==> src/rtl/psr_cond_unit_if.sv <==
// ============================================================================
//  Module      : psr_cond_unit_if
//  Description : Flag-update, PSR access and condition-evaluation signals
//                between the decode/ALU side and the PSR condition unit.
//  Revision    : 1.0  initial release
// ============================================================================
`default_nettype none

interface psr_cond_unit_if #(
  parameter int WIDTH = 16
);
  // ALU flag update path, field order {C,F,Z,L,N}
  logic             flags_en;
  logic [4:0]       flags_sel;
  logic [4:0]       flags_raw;
  logic             psr_c_out;
  logic [4:0]       psr_flags;

  // LPR / SPR word access and interrupt shadow control
  logic             psr_we;
  logic [WIDTH-1:0] psr_wdata;
  logic [WIDTH-1:0] psr_rdata;
  logic             psr_save;
  logic             psr_restore;

  // Condition request / result handshakes
  logic             cond_valid;
  logic             cond_ready;
  logic [3:0]       cond_code;
  logic             take_valid;
  logic             take_ready;
  logic             take;

  // Decoder / ALU side
  modport master (
    output flags_en, flags_sel, flags_raw,
    output psr_we, psr_wdata, psr_save, psr_restore,
    output cond_valid, cond_code, take_ready,
    input  psr_c_out, psr_flags, psr_rdata,
    input  cond_ready, take_valid, take
  );

  // PSR condition unit side
  modport slave (
    input  flags_en, flags_sel, flags_raw,
    input  psr_we, psr_wdata, psr_save, psr_restore,
    input  cond_valid, cond_code, take_ready,
    output psr_c_out, psr_flags, psr_rdata,
    output cond_ready, take_valid, take
  );
endinterface

`default_nettype wire

==> src/rtl/psr_cond_unit.sv <==
// ============================================================================
//  Module      : psr_cond_unit
//  Description : Processor status register {C,F,Z,L,N} with masked ALU flag
//                merge, LPR/SPR word access, interrupt shadow, and a one-entry
//                valid/ready condition-code evaluation pipeline.
//  Revision    : 1.0  initial release
// ============================================================================
`default_nettype none

module psr_cond_unit #(
  parameter int WIDTH     = 16,
  parameter bit SHADOW_EN = 1'b1
) (
  input  logic                clk,
  input  logic                reset,
  psr_cond_unit_if.slave      bus
);

  // Flag positions inside the 5-bit PSR vector {C,F,Z,L,N}
  localparam int c_FLAG_C = 4;
  localparam int c_FLAG_F = 3;
  localparam int c_FLAG_Z = 2;
  localparam int c_FLAG_L = 1;
  localparam int c_FLAG_N = 0;

  // Flag positions inside the packed LPR/SPR word
  localparam int c_WORD_C = 0;
  localparam int c_WORD_L = 2;
  localparam int c_WORD_F = 5;
  localparam int c_WORD_Z = 6;
  localparam int c_WORD_N = 7;

  logic [4:0]       r_psr;
  logic [4:0]       w_psr_next;
  logic [4:0]       w_shadow;
  logic             w_restore;
  logic [4:0]       w_wdata_flags;
  logic [WIDTH-1:0] w_rdata;
  logic             w_accept;
  logic             w_cond_base;
  logic             w_cond_true;
  logic             r_take_valid;
  logic             r_take;
  logic             w_unused_wdata;

  // Only five bits of the written word carry flags; the rest are don't-care
  assign w_unused_wdata = ^bus.psr_wdata;

  // Unpack the LPR word into flag order
  assign w_wdata_flags = {bus.psr_wdata[c_WORD_C], bus.psr_wdata[c_WORD_F],
                          bus.psr_wdata[c_WORD_Z], bus.psr_wdata[c_WORD_L],
                          bus.psr_wdata[c_WORD_N]};

  // Shadow register exists only when enabled; otherwise restore is inert so
  // it cannot mask a simultaneous LPR or flag update
  generate
    if (SHADOW_EN) begin : g_shadow
      logic [4:0] r_shadow;

      // Shadow captures the pre-edge PSR, which gives swap on save+restore
      always_ff @(posedge clk) begin
        if (reset) begin
          r_shadow <= '0;
        end else if (bus.psr_save) begin
          r_shadow <= r_psr;
        end
      end

      assign w_shadow  = r_shadow;
      assign w_restore = bus.psr_restore;
    end else begin : g_no_shadow
      logic w_unused_shadow_ctl;

      assign w_unused_shadow_ctl = bus.psr_save ^ bus.psr_restore;
      assign w_shadow            = '0;
      assign w_restore           = 1'b0;
    end
  endgenerate

  // Next PSR: restore beats LPR beats masked ALU merge beats hold
  always_comb begin
    w_psr_next = r_psr;
    if (w_restore) begin
      w_psr_next = w_shadow;
    end else if (bus.psr_we) begin
      w_psr_next = w_wdata_flags;
    end else if (bus.flags_en) begin
      w_psr_next = (r_psr & ~bus.flags_sel) | (bus.flags_raw & bus.flags_sel);
    end
  end

  // PSR state register
  always_ff @(posedge clk) begin
    if (reset) begin
      r_psr <= '0;
    end else begin
      r_psr <= w_psr_next;
    end
  end

  // Pack the registered PSR for SPR; unused word bits read as zero
  always_comb begin
    w_rdata           = '0;
    w_rdata[c_WORD_C] = r_psr[c_FLAG_C];
    w_rdata[c_WORD_L] = r_psr[c_FLAG_L];
    w_rdata[c_WORD_F] = r_psr[c_FLAG_F];
    w_rdata[c_WORD_Z] = r_psr[c_FLAG_Z];
    w_rdata[c_WORD_N] = r_psr[c_FLAG_N];
  end

  // Codes come in true/complement pairs: evaluate the even member of the pair
  // from the forwarded PSR and invert for odd codes
  always_comb begin
    w_cond_base = 1'b0;
    case (bus.cond_code[3:1])
      3'd0:    w_cond_base = w_psr_next[c_FLAG_Z];
      3'd1:    w_cond_base = w_psr_next[c_FLAG_C];
      3'd2:    w_cond_base = w_psr_next[c_FLAG_L];
      3'd3:    w_cond_base = w_psr_next[c_FLAG_N];
      3'd4:    w_cond_base = w_psr_next[c_FLAG_F];
      3'd5:    w_cond_base = ~(w_psr_next[c_FLAG_L] | w_psr_next[c_FLAG_Z]);
      3'd6:    w_cond_base = ~(w_psr_next[c_FLAG_N] | w_psr_next[c_FLAG_Z]);
      3'd7:    w_cond_base = 1'b1;
      default: w_cond_base = 1'b0;
    endcase
  end

  assign w_cond_true = w_cond_base ^ bus.cond_code[0];

  // One-entry pipe: accept whenever the slot is empty or draining this cycle
  assign w_accept = bus.cond_valid && (!r_take_valid || bus.take_ready);

  // Result slot: load on accept, clear when consumed with nothing behind it
  always_ff @(posedge clk) begin
    if (reset) begin
      r_take_valid <= 1'b0;
      r_take       <= 1'b0;
    end else if (w_accept) begin
      r_take_valid <= 1'b1;
      r_take       <= w_cond_true;
    end else if (bus.take_ready) begin
      r_take_valid <= 1'b0;
    end
  end

  assign bus.psr_c_out  = r_psr[c_FLAG_C];
  assign bus.psr_flags  = r_psr;
  assign bus.psr_rdata  = w_rdata;
  assign bus.cond_ready = !r_take_valid || bus.take_ready;
  assign bus.take_valid = r_take_valid;
  assign bus.take       = r_take;

endmodule

`default_nettype wire

==> src/flat_wrapper.sv <==
// flat-port wrapper written by rule: the top's interface ports become plain ports
module psr_cond_unit_flat 
#(
  parameter int WIDTH     = 16,
  parameter bit SHADOW_EN = 1'b1
)
  (clk, reset, bus_flags_en, bus_flags_sel, bus_flags_raw, bus_psr_we, bus_psr_wdata, bus_psr_save, bus_psr_restore, bus_cond_valid, bus_cond_code, bus_take_ready, bus_psr_c_out, bus_psr_flags, bus_psr_rdata, bus_cond_ready, bus_take_valid, bus_take);
  psr_cond_unit_if #(.WIDTH(WIDTH)) bus_i ();
  input  logic clk;
  input  logic reset;
  input wire logic [$bits(bus_i.flags_en)-1:0] bus_flags_en;
  input wire logic [$bits(bus_i.flags_sel)-1:0] bus_flags_sel;
  input wire logic [$bits(bus_i.flags_raw)-1:0] bus_flags_raw;
  input wire logic [$bits(bus_i.psr_we)-1:0] bus_psr_we;
  input wire logic [$bits(bus_i.psr_wdata)-1:0] bus_psr_wdata;
  input wire logic [$bits(bus_i.psr_save)-1:0] bus_psr_save;
  input wire logic [$bits(bus_i.psr_restore)-1:0] bus_psr_restore;
  input wire logic [$bits(bus_i.cond_valid)-1:0] bus_cond_valid;
  input wire logic [$bits(bus_i.cond_code)-1:0] bus_cond_code;
  input wire logic [$bits(bus_i.take_ready)-1:0] bus_take_ready;
  output wire logic [$bits(bus_i.psr_c_out)-1:0] bus_psr_c_out;
  output wire logic [$bits(bus_i.psr_flags)-1:0] bus_psr_flags;
  output wire logic [$bits(bus_i.psr_rdata)-1:0] bus_psr_rdata;
  output wire logic [$bits(bus_i.cond_ready)-1:0] bus_cond_ready;
  output wire logic [$bits(bus_i.take_valid)-1:0] bus_take_valid;
  output wire logic [$bits(bus_i.take)-1:0] bus_take;
  assign bus_i.flags_en = bus_flags_en;
  assign bus_i.flags_sel = bus_flags_sel;
  assign bus_i.flags_raw = bus_flags_raw;
  assign bus_i.psr_we = bus_psr_we;
  assign bus_i.psr_wdata = bus_psr_wdata;
  assign bus_i.psr_save = bus_psr_save;
  assign bus_i.psr_restore = bus_psr_restore;
  assign bus_i.cond_valid = bus_cond_valid;
  assign bus_i.cond_code = bus_cond_code;
  assign bus_i.take_ready = bus_take_ready;
  assign bus_psr_c_out = bus_i.psr_c_out;
  assign bus_psr_flags = bus_i.psr_flags;
  assign bus_psr_rdata = bus_i.psr_rdata;
  assign bus_cond_ready = bus_i.cond_ready;
  assign bus_take_valid = bus_i.take_valid;
  assign bus_take = bus_i.take;
  psr_cond_unit #(.WIDTH(WIDTH), .SHADOW_EN(SHADOW_EN)) u_core (.clk(clk), .reset(reset), .bus(bus_i));
endmodule
==> config.mk <==
export PLATFORM = sky130hd
export DESIGN_NAME = psr_cond_unit_flat
export DESIGN_NICKNAME = d
export VERILOG_FILES = /design/src/rtl/psr_cond_unit_if.sv /design/src/rtl/psr_cond_unit.sv /design/src/flat_wrapper.sv
export SDC_FILE = /design/constraint.sdc
export NUM_CORES = 1
export LEC_CHECK = 0
export CAP_MARGIN = 20
export CORE_MARGIN = 2
export CORE_UTILIZATION = 30
export DETAILED_ROUTE_END_ITERATION = 12
export PLACE_DENSITY = 0.75
export SYNTH_ARGS = -nofsm -noshare
export SYNTH_HDL_FRONTEND = slang
export SYNTH_SLANG_ARGS = --single-unit
==> constraint.sdc <==
create_clock -name clk -period 1.6 [get_ports clk]
set_input_delay 0.32 -clock clk [delete_from_list [all_inputs] [get_ports clk]]
set_output_delay 0.32 -clock clk [all_outputs]
set_load 0.01 [all_outputs]
# ---- Yosys cells after proc, flatten, opt, wreduce, memory -nomap -nowiden
# Cells that the tools add are included.
dict set report word_totals {
  reg_bits 12
  latchBits 0
  memories 0
  ram_bits 0
  romBits 0
}
dict set report classes {
  order_cmp 0
  muxes 6
  n_eq_ne 7
  div 0
  addsub 0
  shift 0
  reduce_logical 5
  bitwise_logic 9
  multipliers 0
}
# op n
set ops {}
lappend ops {{2-to-1 mux 5 bit} 3}
lappend ops {{== test 3 bit, second input constant} 4}
lappend ops {{AND 5 bit} 2}
lappend ops {{case mux 1 bit (8 select lines)} 1}
lappend ops {{== test 3 x 2 -> 1 bit, second input constant} 2}
lappend ops {{inverter 5 bit} 1}
lappend ops {{OR 5 bit} 1}
lappend ops {{== test 3 x 1 -> 1 bit, second input constant} 1}
lappend ops {{zero test 3 bit} 1}
lappend ops {{2-to-1 mux 1 bit} 2}
lappend ops {{inverter 1 bit} 2}
lappend ops {{OR 1 bit} 2}
lappend ops {{nonzero test 2 bit} 1}
lappend ops {{logical AND 1 bit} 1}
lappend ops {{zero test 1 bit} 1}
lappend ops {{logical OR 1 bit} 1}
lappend ops {{XOR 1 bit} 1}

# ---- Longest topological paths before layout
# Gate-level depths: netlist of the first run.
dict set report depth {
  depth_word 10
  ltp_mapped 7
  ltp_nobuf 6
}

# ---- Least setup slack after synthesis of the first run
# OpenSTA, ideal clock, no wires.
dict set report synth_path {
  path_kind {in2reg}
  start {input port bus_flags_en}
  end {register u_core.r_take (netlist: u_core.bus.take)}
  path_buffers 1
  setup_ps 72
  arrival_time_ps 1530
  cell_stages 6
  setup_slack_ps -1
  path_cell_list {buf_4 > nor4bb_1 > o41ai_2 > o22ai_1 > a311oi_2 > mux2i_1}
}
dict set report synth_via {
  elab_chain_len 7
  elab_cells_between_ends 9
  classes_between {mux: 4; bitwise: 5}
}
# element line
set synth_rtl {}
lappend synth_rtl {{from (decl)} flat_wrapper.sv:11} ;# input wire logic [$bits(bus_i.flags_en)-1:0] bus_flags_en;
lappend synth_rtl {{2-to-1 mux 5 bit (*)} psr_cond_unit.sv:87} ;# end else if (bus.flags_en) begin
lappend synth_rtl {{2-to-1 mux 5 bit (*)} psr_cond_unit.sv:85} ;# end else if (bus.psr_we) begin
lappend synth_rtl {{2-to-1 mux 5 bit (*)} psr_cond_unit.sv:83} ;# if (w_restore) begin
lappend synth_rtl {{OR 1 bit, on equally long branches} {psr_cond_unit.sv:122, psr_cond_unit.sv:121}}
lappend synth_rtl {{inverter 1 bit, on equally long branches} {psr_cond_unit.sv:122, psr_cond_unit.sv:121}}
lappend synth_rtl {{case mux 1 bit (8 select lines) (*)} psr_cond_unit.sv:115} ;# case (bus.cond_code[3:1])
lappend synth_rtl {{XOR 1 bit (*)} psr_cond_unit.sv:128} ;# assign w_cond_true = w_cond_base ^ bus.cond_code[0];
lappend synth_rtl {{to (signal assigned)} psr_cond_unit.sv:140} ;# r_take <= w_cond_true;
lappend synth_rtl {{to (decl)} psr_cond_unit.sv:43} ;# logic r_take;
# Mark *: on every way between the ends. The rest lies on a longest branch, timed or not.
# A chain may end at the register's enable or synchronous reset.

# ---- Worst setup path in the final report of the first run
dict set report layout_path {
  start {input port bus_flags_raw[0]}
  end {register u_core.r_take (netlist: u_core.bus.take)}
}
dict set report layout_via {
  elab_chain_len 9
}
# element line
set layout_rtl {}
lappend layout_rtl {{from (decl)} flat_wrapper.sv:13} ;# input wire logic [$bits(bus_i.flags_raw)-1:0] bus_flags_raw;
lappend layout_rtl {{AND 5 bit (*)} psr_cond_unit.sv:88} ;# w_psr_next = (r_psr & ~bus.flags_sel) | (bus.flags_raw & bus.flags_sel);
lappend layout_rtl {{OR 5 bit (*)} psr_cond_unit.sv:88}
lappend layout_rtl {{2-to-1 mux 5 bit (*)} psr_cond_unit.sv:87}
lappend layout_rtl {{2-to-1 mux 5 bit (*)} psr_cond_unit.sv:85}
lappend layout_rtl {{2-to-1 mux 5 bit (*)} psr_cond_unit.sv:83}
lappend layout_rtl {{OR 1 bit} psr_cond_unit.sv:122} ;# 3'd6: w_cond_base = ~(w_psr_next[c_FLAG_N] | w_psr_next[c_FLAG_Z]);
lappend layout_rtl {{inverter 1 bit} psr_cond_unit.sv:122}
lappend layout_rtl {{case mux 1 bit (8 select lines) (*)} psr_cond_unit.sv:115}
lappend layout_rtl {{XOR 1 bit (*)} psr_cond_unit.sv:128}
# Marks and branches as above.

==> results of run 1 <==
## placed cells by master (no fill, tap or decap), types with 3 or more instances in the layout
master	instances
dfxtp_1	10
nand2b_1	4
nor2_1	9
conb_1	11
dlygate4sd2_1	5
dlymetal6s2s_1	12
nand2_1	5
buf_4	19
clkdlybuf4s50_1	21
clkbuf_4	3
nor2b_1	5
nand3_1	5
mux2i_1	6
a21oi_1	3
## flip-flops by register name, summed over array words and instances (netlist names)
register                  count
u_core.bus.psr_flags          5
u_core.g_shadow.r_shadow      5
u_core.bus.take               1
u_core.bus.take_valid         1
## metrics by stage
step	cell area, sq um	total power, W	setup TNS, ns	util
floorplan	885	0.000467	0	-
global placement	1300	0.000592	-1.41	0.478
detailed placement	1300	0.000596	-1.71	0.478
CTS	1400	0.000856	-0.155	0.517
global route	1520	0.000920	-0.125	0.560
finish	1520	0.000877	-0.0669	0.560
## worst max-delay path: cells and delay by family
kind	cells	cell delay [ns]
AOI/OAI and AO/OA	3	0.55
buffers and inverters	1	0.46
and+or+nand+nor	2	0.37
muxes	1	0.14
## worst paths after layout
| kind | from | endpoint | slack, ns | cells past startpoint |
|---|---|---|---|---|
| max | bus_flags_raw[0] | u_core.bus.take$_SDFFE_PP0P_ | -0.07 | 7 |
| min | u_core.g_shadow.r_shadow[1]$_SDFFE_PP0P_ | u_core.g_shadow.r_shadow[1]$_SDFFE_PP0P_ | 0.50 | 2 |
| max reg2reg | u_core.bus.psr_flags[0]$_SDFF_PP0_ | u_core.bus.take$_SDFFE_PP0P_ | -0.05 | 6 |
| min reg2reg | u_core.g_shadow.r_shadow[1]$_SDFFE_PP0P_ | u_core.g_shadow.r_shadow[1]$_SDFFE_PP0P_ | 0.50 | 2 |
## layout make-up
cell class	count	area, sq um
inverters	3	11.3
repair buffers	61	573
multi-input cells	76	614
well taps	31	38.8
fillers	238	1190
flip-flops and latches	12	243
clock buffers	4	36.3
## kinds of logic after synthesis
kind of cell,count (synthesis),synth area share
AND/OR/NAND/NOR,38,0.238
buffers and inverters,24,0.188
AO/OA/AOI/OAI,21,0.216
flip-flops,12,0.284
multiplexers,6,0.0709
other,1,0.00443
## power groups by stage
stage               Clock [W]  Sequential (W)  Combinational, W
floorplan                   0        0.000335          0.000132
global placement            0        0.000329          0.000263
detailed placement          0        0.000329          0.000267
CTS                  0.000249        0.000322          0.000284
global route         0.000265        0.000325          0.000330
finish               0.000244        0.000323          0.000310
## routing by layer
layer	part of all wire	routed length, um	vias up	global-route usage
met3	0.061	159	8	0.0385
met5	0	0	-	0
li1	-	-	446	-
met2	0.52	1370	38	0.263
met4	0.027	70	0	0.0698
met1	0.39	1020	432	0.159
## Yosys cell counts (3+ instances only)
cell type	n	area, sq um
nand2b_1	4	25.0
a21bo_1	3	30.0
nand2_1	5	18.8
a21oi_1	4	20.0
dfxtp_1	12	240
buf_4	18	135
nor3_1	3	15.0
nor2b_1	6	37.5
mux2i_1	6	60.1
nand3_1	6	30.0
nor2_1	9	33.8
## timing repair
action	4_1_cts	5_1_grt
buffers inserted	1	3
setup endpoints to repair	7	8
resized for setup	17	29
gates cloned	0	1
pin swaps	3	16
==> key figures, run 1 <==
GRT
  • Global route overflow: 0
  • Vias in the first global route: 926
  • Antenna violations before repair: 0
  • First-pass GRT wire length: 3.75 mm
  • Largest net degree at the start of global routing: 11
  • GRT Total Usage: 0.146

Logic synthesis
  • Cell Area, Synth: 847 sq um
  • Register area share after synthesis: 0.284
  • Ys flop type: dfxtp_1
  • Seq cells post-synth: 12
  • Gate Count Post-Synth: 102
  • Syn avg cell area: 8.30 sq um
  • Library cells used by synthesis: 31
  • Async S/R FF share, synth: 0
  • Yosys Warn Count: 0
  • Post-synth EDFFs: 0

Floorplan
  • Die W: 57.1 um
  • Core region area: 2710 sq um
  • Starting density of the core: 0.313
  • Io pins: 63
  • Die ar.: 3260 sq um
  • Die height: 57.1 um
  • Core Rows: 19

Clocking
  • CTS buffer count: 3
  • Clock latency on the worst-skew pair: 0.28 ns
  • Hold_buf cts: 0
  • Clock root cell: clkbuf_4
  • Worst-path clk slew: 0.08 ns
  • CTS tree: built
  • CTS max path bufs: 2
  • Sink Count: 12
  • CTS H-Tree Depth: 1

Worst setup path
  • Crit Path Max Fanout: 3
  • Crit. End Element: flip-flop
  • Required @ worst endpoint: 1.76 ns
  • CP Cell Sequence: clkdlybuf4s50_1, nand3_1, a311oi_4, o22ai_1, nor3_1, a311oi_2, mux2i_1
  • Slowest-stage cell, CP: clkdlybuf4s50_1
  • Max incr delay on CP: 0.46 ns
  • Critical path class: primary input to flip-flop
  • Data arrival, critical path: 1.83 ns
  • Crit start category: primary input

Placed design
  • Worst slack, placed: -0.653 ns
  • PortBufs: 40
  • Routability cong.: 0.826
  • Placed insts: 178
  • Detailed placement HPWL: 1.81 mm

Routing
  • Number of detailed-route iterations in the first pass: 4
  • Iter 0 DRT Violations: 20
  • DRC: 0
  • Routed Antenna Nets: 0
  • Total Routed Length: 2.62 mm
  • Avg Vias per Cell: 4.94
  • DR vias: 924
  • DR WL/cell: 14.0 um

Timing
  • Final Hold Viols: 0
  • Period utilisation layout: 1.04
  • F_max: 600 MHz
  • Final-report max-slew violation count: 0
  • Clk_skew: 0.00414 ns
  • Hold slack: 0.498 ns
  • Final WS setup: -0.0669 ns
  • RSZ-0062 raised after global routing: yes
  • Tmin final: 1.67 ns
  • Setup-failing EPs final: 1

Power and ir drop
  • Combinational share of power: 0.354
  • Peak VDD IR: 355 uV
  • Leak: 0.761 nW
  • Sequential share of power: 0.369
  • Psw: 0.000251 W
  • Switching Fraction: 0.286
  • Internal power: 0.000626 W
  • PwrDens: 578 nW/um^2
  • Clk pwr share: 0.278

Layout
  • Antenna diode count: 0
  • Area growth syn-to-layout: 79.0%
  • Finished Layout Cells: 187
  • Fraction of layout instances using a drive strength above 1: 0.308
  • Final #Nets: 195

Run status
  • Failing checks: negative setup slack
  • Outcome: finished with violations

Flow run
  • # Max-Cap Violations: 0

Min path
  • Min-delay worst type: flip-flop to flip-flop
Note: power is estimated with default switching activity, not from simulation.
==> inputs of run 2 (changes only) <==
ABC_CLOCK_PERIOD_IN_PS = 1600   (was default)
CORE_MARGIN = 4   (was 2)
HOLD_SLACK_MARGIN = 0.12   (was default)
==> key figures, run 2 (same netlist as run 1, synthesis figures left out) <==
Timing
  • Setup_tns: -0.0176 ns (+0.0493 ns)
  • Clk_skew: 0.00292 ns (-0.00121 ns)
  • Final WS setup: -0.0176 ns (+0.0493 ns)
  • Tmin final: 1.62 ns (-0.0493 ns)
  • F_max: 618 MHz (+3.1%)
  • Final-report max-slew violation count: 0 (unchanged)
  • Period utilisation layout: 1.01 (-0.0308)
  • RSZ-0062 raised after global routing: yes
  • Final Hold Viols: 0 (unchanged)
  • Setup-failing EPs final: 1 (unchanged)

Layout
  • Antenna diode count: 0 (unchanged)
  • Post-layout util: 0.564 (+0.00474)
  • Area growth syn-to-layout: 82.1%
  • Most common cell after layout, fill and taps aside: buf_4
  • Final instance area: 1540 sq um (+1.7%)
  • Final #Nets: 198 (+1.5%)
  • Finished Layout Cells: 190 (+1.6%)
  • Most frequent cells in the layout: buf_4 (21), clkdlybuf4s50_1 (17), dlymetal6s2s_1 (12)
  • Fraction of layout instances using a drive strength above 1: 0.333 (+0.0256)
  • Fill cell count: 241 (+1.3%)

Min path
  • Min-delay worst type: flip-flop to flip-flop

Power and ir drop
  • Sequential share of power: 0.367 (-0.002)
  • Leak: 0.808 nW (+6.1%)
  • Internal power: 0.000631 W (+0.68%)
  • Clk pwr share: 0.276 (-0.002)
  • Switching Fraction: 0.285 (-0.00101)
  • Combinational share of power: 0.357 (+0.003)
  • Peak VDD IR: 469 uV (+32%)
  • Psw: 0.000251 W (+0.18%)
  • PwrDens: 572 nW/um^2 (-1.2%)

Worst setup path
  • Required @ worst endpoint: 1.75 ns (about the same)
  • Data arrival, critical path: 1.77 ns (-0.06 ns)
  • Critical path class: flip-flop to flip-flop
  • Crit. End Element: flip-flop
  • Crit start category: flip-flop
  • Crit Path Max Fanout: 2 (-1)

Routing
  • Routed Antenna Nets: 0 (unchanged)
  • Met2 wire len: 1.23 mm (-9.9%)
  • Total Routed Length: 2.61 mm (-0.31%)
  • Met3 wire len: 257 um (+62%)
  • Wire length on met1: 1.11 mm (+9.0%)
  • DRC: 0 (unchanged)
  • Highest metal used: met4
  • Iter 0 DRT Violations: 16 (-20%)
  • DR WL/cell: 13.7 um (-1.9%)
  • DR vias: 914 (-1.1%)
  • Number of detailed-route iterations in the first pass: 4 (unchanged)
  • Avg Vias per Cell: 4.81 (-2.6%)

GRT
  • GRT Total Usage: 0.139 (-0.00731)
  • Vias in the first global route: 896 (-3.2%)
  • Largest net degree at the start of global routing: 11 (unchanged)
  • First-pass GRT wire length: 3.91 mm (+4.1%)
  • Antenna violations before repair: 0 (unchanged)
  • Global route overflow: 0 (unchanged)

Floorplan
  • Die W: 61.1 um (+7.0%)
  • Starting density of the core: 0.310 (-0.00272)
  • Core Rows: 19 (unchanged)
  • Die height: 61.1 um (+7.0%)
  • Die ar.: 3740 sq um (+14%)
  • Io pins: 63 (unchanged)
  • Core region area: 2730 sq um (+0.88%)

Placed design
  • Routability cong.: 0.822 (-0.53%)
  • Placed insts: 179 (+0.56%)
  • PortBufs: 40 (unchanged)
  • Detailed placement HPWL: 1.93 mm (+6.5%)
  • Placed Instance Area: 1300 sq um (+0.58%)
  • Worst slack, placed: -0.662 ns (-0.00899 ns)

Flow run
  • # Max-Cap Violations: 0 (unchanged)

Clocking
  • CTS buffer count: 3 (unchanged)
  • Sink Count: 12 (unchanged)
  • CTS tree: built
  • Clock latency on the worst-skew pair: 0.27 ns (about the same)
  • Worst-path clk slew: 0.08 ns (about the same)
  • CTS H-Tree Depth: 1 (unchanged)
  • CTS max path bufs: 2 (unchanged)
  • Clock root cell: clkbuf_4
  • Hold_buf cts: 0 (unchanged)

Run status
  • Outcome: finished with violations
  • Failing checks: negative setup slack
[run 2: power by group through the flow]
stage | sequential (W) | clock, W | combinational [W]
floorplan | 0.000335 | 0 | 0.000132
detailed placement | 0.000328 | 0 | 0.000272
global placement | 0.000328 | 0 | 0.000267
finish | 0.000323 | 0.000243 | 0.000315
CTS | 0.000322 | 0.000250 | 0.000295
global route | 0.000325 | 0.000263 | 0.000339
[run 2: final timing paths]
path                                                          startpoint                                       end  slack, ns  depth (start not counted)
worst min register to register  u_core.g_shadow.r_shadow[1]$_SDFFE_PP0P_  u_core.g_shadow.r_shadow[1]$_SDFFE_PP0P_       0.51                          2
worst min-delay path            u_core.g_shadow.r_shadow[1]$_SDFFE_PP0P_  u_core.g_shadow.r_shadow[1]$_SDFFE_PP0P_       0.51                          2
worst max register to register        u_core.bus.psr_flags[0]$_SDFF_PP0_              u_core.bus.take$_SDFFE_PP0P_      -0.02                          7
worst max-delay path                  u_core.bus.psr_flags[0]$_SDFF_PP0_              u_core.bus.take$_SDFFE_PP0P_      -0.02                          7
[run 2: final cells by class]
type / instances / area [sq um] / share of cell area
multi-input cells: 76 / 611 / 0.396
repair buffers: 64 / 603 / 0.391
flip-flops and latches: 12 / 243 / 0.157
well taps: 31 / 38.8 / 0.0251
clock buffers: 4 / 36.3 / 0.0235
inverters: 3 / 11.3 / 0.00730
[run 2: worst max-delay path, cell delays in order (launching register included)]
cell      delay (ns)
dfxtp_2         0.33
a21bo_1         0.20
a311oi_2        0.31
buf_4           0.18
o22ai_2         0.06
nor3_2          0.21
a311oi_2        0.07
mux2i_1         0.14
[run 2: per-stage QoR]
| step | power (W) | hold slack [ns] |
|---|---|---|
| finish | 0.000882 | 0.507 |
| global route | 0.000927 | 0.547 |
| CTS | 0.000867 | 0.513 |
| detailed placement | 0.000600 | 0.490 |
| global placement | 0.000595 | 0.473 |
| floorplan | 0.000467 | 0.392 |
[run 2: layer usage]
layer / track usage / vias to the layer above
met5: 0 / -
met4: 0.0279 / 0
met3: 0.0419 / 2
met2: 0.246 / 42
met1: 0.166 / 421
li1: - / 449
[run 2: timing repair]
| action | CTS | global route |
|---|---|---|
| pin swaps | 8 | 16 |
| gates resized for setup | 26 | 33 |
| buffers inserted | 6 | 1 |
| setup endpoints to repair | 5 | 7 |
